### config.mk
export PLATFORM = sky130hd
export DESIGN_NAME = fifo_burst_reader
export DESIGN_NICKNAME = d
export VERILOG_FILES = /design/src/rtl/fifo_burst_reader.sv
export SDC_FILE = /design/constraint.sdc
export NUM_CORES = 1
export LEC_CHECK = 0
export ABC_AREA = 1
export CAP_MARGIN = 20
export CELL_PAD_IN_SITES_DETAIL_PLACEMENT = 1
export CELL_PAD_IN_SITES_GLOBAL_PLACEMENT = 2
export CORE_UTILIZATION = 24
export CTS_CLUSTER_DIAMETER = 30
export CTS_CLUSTER_SIZE = 20
export DETAILED_ROUTE_END_ITERATION = 8
export GPL_ROUTABILITY_DRIVEN = 0
export HOLD_SLACK_MARGIN = 0.02
export PLACE_DENSITY_LB_ADDON = 0.1
export RECOVER_POWER = 50
export SKIP_CTS_REPAIR_TIMING = 1
export SLEW_MARGIN = 40
export SYNTH_ARGS = -nofsm -noshare
export SYNTH_HDL_FRONTEND = slang
export SYNTH_SLANG_ARGS = --single-unit
### constraint.sdc
create_clock -name clk -period 4.4 [get_ports clk]
set_input_delay 0.66 -clock clk [delete_from_list [all_inputs] [get_ports clk]]
set_output_delay 0.66 -clock clk [all_outputs]
set_load 0.1 [all_outputs]
### src/rtl/fifo_burst_reader.sv
// Show-ahead FIFO drain into a valid/ready stream framed as BURST_LEN-word bursts.
// Optional statistics counters are built when FIFO_RD_STAT_EN is defined.
module fifo_burst_reader #(
  parameter int DATA_WIDTH = 16,
  parameter int BURST_LEN  = 8,
  parameter int TIMEOUT    = 16
) (
  input  logic                  clk,
  input  logic                  rst_n,
  input  logic                  en,
  input  logic                  fifo_empty,
  input  logic [DATA_WIDTH-1:0] fifo_dout,
  output logic                  fifo_rd_en,
  output logic                  m_valid,
  input  logic                  m_ready,
  output logic [DATA_WIDTH-1:0] m_data,
  output logic                  m_first,
  output logic                  m_last,
  input  logic                  stat_clr,
  output logic [31:0]           stat_words,
  output logic [15:0]           stat_bursts
);

  localparam int BW = (BURST_LEN > 1) ? $clog2(BURST_LEN) : 1;
  localparam int TW = $clog2(TIMEOUT + 1);
  localparam logic [BW-1:0] LAST_BEAT = BW'(BURST_LEN - 1);
  localparam logic [TW-1:0] TO_MAX    = TW'(TIMEOUT);

  typedef enum logic {IDLE = 1'b0, HOLD = 1'b1} state_t;

  state_t                  r_state, w_state_nxt;
  logic [DATA_WIDTH-1:0]   r_pend_data;
  logic [BW-1:0]           r_beat_cnt;
  logic [TW-1:0]           r_to_cnt;
  logic                    r_m_valid, r_m_first, r_m_last;
  logic [DATA_WIDTH-1:0]   r_m_data;

  logic w_pend_vld, w_out_free, w_tmo, w_last_beat, w_move, w_pop, w_last_nxt;

  assign w_pend_vld  = (r_state == HOLD);
  assign w_out_free  = !r_m_valid || m_ready;
  assign w_tmo       = (r_to_cnt == TO_MAX);
  assign w_last_beat = (r_beat_cnt == LAST_BEAT);
  assign w_move      = w_pend_vld && w_out_free &&
                       ((!fifo_empty && en) || w_last_beat || w_tmo);
  assign w_pop       = rst_n && en && !fifo_empty && (!w_pend_vld || w_move);
  // A word with no successor popped alongside it cannot be followed in this burst.
  assign w_last_nxt  = w_last_beat || !w_pop;

  assign fifo_rd_en = w_pop;
  assign m_valid    = r_m_valid;
  assign m_data     = r_m_data;
  assign m_first    = r_m_first;
  assign m_last     = r_m_last;

  always_comb begin
    w_state_nxt = r_state;
    if (w_pop)       w_state_nxt = HOLD;
    else if (w_move) w_state_nxt = IDLE;
  end

  always_ff @(posedge clk) begin
    if (!rst_n) r_state <= IDLE;
    else        r_state <= w_state_nxt;
  end

  always_ff @(posedge clk) begin
    if (!rst_n) begin
      r_m_valid   <= 1'b0;
      r_m_data    <= '0;
      r_m_first   <= 1'b0;
      r_m_last    <= 1'b0;
      r_pend_data <= '0;
      r_beat_cnt  <= '0;
      r_to_cnt    <= '0;
    end else begin
      if (w_move) begin
        r_m_data   <= r_pend_data;
        r_m_valid  <= 1'b1;
        r_m_first  <= (r_beat_cnt == '0);
        r_m_last   <= w_last_nxt;
        r_beat_cnt <= w_last_nxt ? '0 : r_beat_cnt + BW'(1);
      end else if (w_out_free) begin
        r_m_valid <= 1'b0;
      end
      if (w_pop) r_pend_data <= fifo_dout;
      // Starvation timer: runs only while a word waits without a successor pop.
      if (w_pop || !w_pend_vld)  r_to_cnt <= '0;
      else if (!w_tmo)           r_to_cnt <= r_to_cnt + TW'(1);
    end
  end

`ifdef FIFO_RD_STAT_EN
  logic [31:0] r_stat_words;
  logic [15:0] r_stat_bursts;

  always_ff @(posedge clk) begin
    if (!rst_n || stat_clr) begin
      r_stat_words  <= '0;
      r_stat_bursts <= '0;
    end else if (r_m_valid && m_ready) begin
      r_stat_words <= r_stat_words + 32'd1;
      if (r_m_last) r_stat_bursts <= r_stat_bursts + 16'd1;
    end
  end

  assign stat_words  = r_stat_words;
  assign stat_bursts = r_stat_bursts;
`else
  logic w_unused_stat_clr;
  assign w_unused_stat_clr = stat_clr;
  assign stat_words        = '0;
  assign stat_bursts       = '0;
`endif

endmodule

==> flow_metrics.py <==
metrics = {
    "floorplan": {
        "die_y_um": 98.1,
        "die_width_um": 98.1,
        "start_util_pct": 25.0,
        "dieArea_mm2": 0.00962,
        "core-area_mm2": 0.00885,
        "pin_count": 90,
        "row_count": 34,
    },
    "setup_path": {
        "cp-end-kind": "primary output",
        "regToRegSetupSlack_ns": 1.78,
        "critPathKind": "input port to primary output",
        "cpPeakStageDelay_ns": 0.52,
        "cp_cell_sequence": "clkdlybuf4s50_1 -> inv_1 -> a21oi_1 -> nand2_2 -> nand2_4 -> nand2_1 -> nand2_4 -> inv_1 -> buf_12",
        "reg2regPathDepth": 9,
        "cp.arrival_ns": 2.94,
        "path_max_fanout": 24,
        "worst_path_max_delay_cell": "nand2_1",
        "required_ns": 3.74,
        "worstSetupStartpointType": "input port",
    },
    "finish": {
        "stdcell_count": 447,
        "synthToLayoutAreaGrowth_pct": 14.2,
        "final_layout_size_suffix_gt1_share_pct": 5.01,
        "nNetsFinal": 365,
        "antennaDiodeCount": 0,
    },
    "flow_run": {
        "drv_cap": 0,
    },
    "timing": {
        "final_max_slew_viol_count": 0,
        "worst_pin_slew_ns": 1.19,
        "period_needed_ns": 3.60,
        "rsz0062_at_grt": "no",
        "hold_viol": 0,
        "fin_setup_tns_ns": 0,
        "setup_viol": 0,
        "fin_skew_ns": 0.00744,
        "max_slew_margin_pct": 21.3,
        "post-route-period-util_pct": 81.8,
        "max_freq_mhz": 278,
    },
    "pwr": {
        "internal-power_uw": 648,
        "power.switching_uw": 415,
        "power_frac_seq_pct": 39.5,
        "powerDensity_mw_per_mm2": 421,
        "p_sw_share_pct": 39.1,
        "ir_drop_v": 0.000114,
        "p_leak_uw": 0.00126,
        "clock_power_share_pct": 32.4,
        "combinationalPowerShare_pct": 28.0,
    },
    "yosys": {
        "syn_area_per_cell_um2": 7.36,
        "synth.yosys.seq_area_share_pct": 39.8,
        "synth_area_mm2": 0.00221,
        "ys_ff_latch": 44,
        "netlist_instances": 301,
        "synth.distinct_cells": 21,
        "yosys_warnings": 0,
    },
    "global_route": {
        "grt_usage_pct": 11.0,
        "grt_pass1_vias": 1654,
        "overflow": 0,
        "antenna_found_initial": 0,
        "grt_pass1_wl_mm": 8.24,
        "grt_max_degree": 36,
    },
    "min_path": {
        "min_path_cells": 2,
        "hold_path.class": "flop to flop",
    },
    "route": {
        "wl_per_cell_um": 11.3,
        "initialDrtViolationCount": 38,
        "first_pass_iters": 8,
        "viasPerCell": 3.84,
        "route.final.wire_length_mm": 5.05,
        "ant_nets": 0,
        "dr_total_vias": 1717,
        "drc": 5,
    },
    "clock_tree": {
        "h-tree-depth": 2,
        "cts_tree": "built",
        "clock_latency_ns": 0.30,
        "root_buffer": "clkbuf_8",
        "cts_buffers": 5,
        "clock_path_buffers": 2,
        "cts.sinks": 44,
        "clkTransAtPathRegs_ns": 0.09,
    },
    "status": {
        "outcome": "complete, but fails checks",
        "violations": "design-rule violations",
    },
    "place": {
        "io_buffers": 40,
        "dp.cells": 439,
        "dp_hpwl_mm": 3.44,
    },
}
[area by class of cell]
cell class	instances	area, um2
Clock buffer	7	96.3
Clock inverter	1	30.0
Fill cell	1113	6320
Inverter	32	120
Multi-Input combinational cell	214	967
Sequential cell	44	881
Tap cell	108	135
Timing Repair Buffer	41	299
[cells in the mapped netlist, drive strengths merged]
master  count  area, um2
nand3      23        115
dfxtp      44        881
a21oi       7       35.0
nor2       42        165
xnor2       1       8.76
inv        32        120
conb        1       3.75
clkbuf      3       11.3
or2         1       6.26
nand2      66        275
xor2        2       17.5
buf        55        404
ha          5       62.6
o21ai      18       90.1
a21boi      1       18.8
[metal layers]
metal,vias to the layer above,share of wire [%],track usage (%),wire (um)
met5,-,0,0,0
met4,0,1.6,4.20,80
met3,6,4.5,2.22,229
met2,58,45,18.2,2260
met1,759,49,13.9,2490
li1,894,-,-,-
[logic make-up (layout without fill, tap and decap cells)]
family,after synthesis,after routing,share of synthesized area (%)
other,1,48,0.169
buffers and inverters,90,81,24.2
xor gates and xnor gates,3,3,1.19
AOI/OAI and AO/OA,26,26,6.50
and+or+nand+nor,132,132,25.4
adders and majority gates,5,5,2.82
DFF,44,44,39.8
[metrics by stage]
step	worst slack (ns)	power [uW]	hold slack (ns)	utilization [%]	cell area, um2
global placement	1.20	736	0.465	28.6	2530
finish	0.802	1060	0.473	28.6	2530
CTS	1.18	1080	0.477	28.9	2560
floorplan	1.71	726	0.456	-	2390
detailed placement	1.19	732	0.462	27.5	2430
global route	0.550	1110	0.489	28.6	2530
[critical path, delay by kind of cell]
family	cells	cell delay, ns
AO/OA/AOI/OAI	1	0.15
buffers and inverters	4	0.80
AND/OR/NAND/NOR	4	1.32
[power by group through the flow]
stage                     sequential (uW)  combinational, uW  clock (uW)
after floorplan                       470                256           0
after global placement                430                306           0
after detailed placement              430                302           0
after CTS                             421                302         359
after global routing                  422                311         374
final                                 420                298         345
[path summary, 6_finish.rpt]
check,from,end
max,fifo_empty,fifo_rd_en
min reg2reg,m_last$_SDFFE_PN0P_,m_last$_SDFFE_PN0P_
max reg2reg,r_beat_cnt[0]$_SDFFE_PN0P_,r_to_cnt[1]$_SDFFE_PP0P_
min,m_last$_SDFFE_PN0P_,m_last$_SDFFE_PN0P_
[registers in the layout, indices dropped and copies added (netlist names)]
| name | flops |
|---|---|
| m_last | 1 |
| m_first | 1 |
| r_to_cnt | 5 |
| m_data | 16 |
| r_state | 1 |
| r_beat_cnt | 3 |
| r_pend_data | 16 |
| m_valid | 1 |
[cell usage in the layout, fill, tap and decap left out, types with 5 or more instances in the layout]
cell type and instances:
nand2_1 62, conb_1 48, dfxtp_1 44, nor2_1 41
inv_1 32, nand3_1 23, clkdlybuf4s50_1 20, clkbuf_1 19
o21ai_0 18, a21oi_1 7, clkbuf_8 7, ha_1 5
Power figures use the tool's default switching activity.
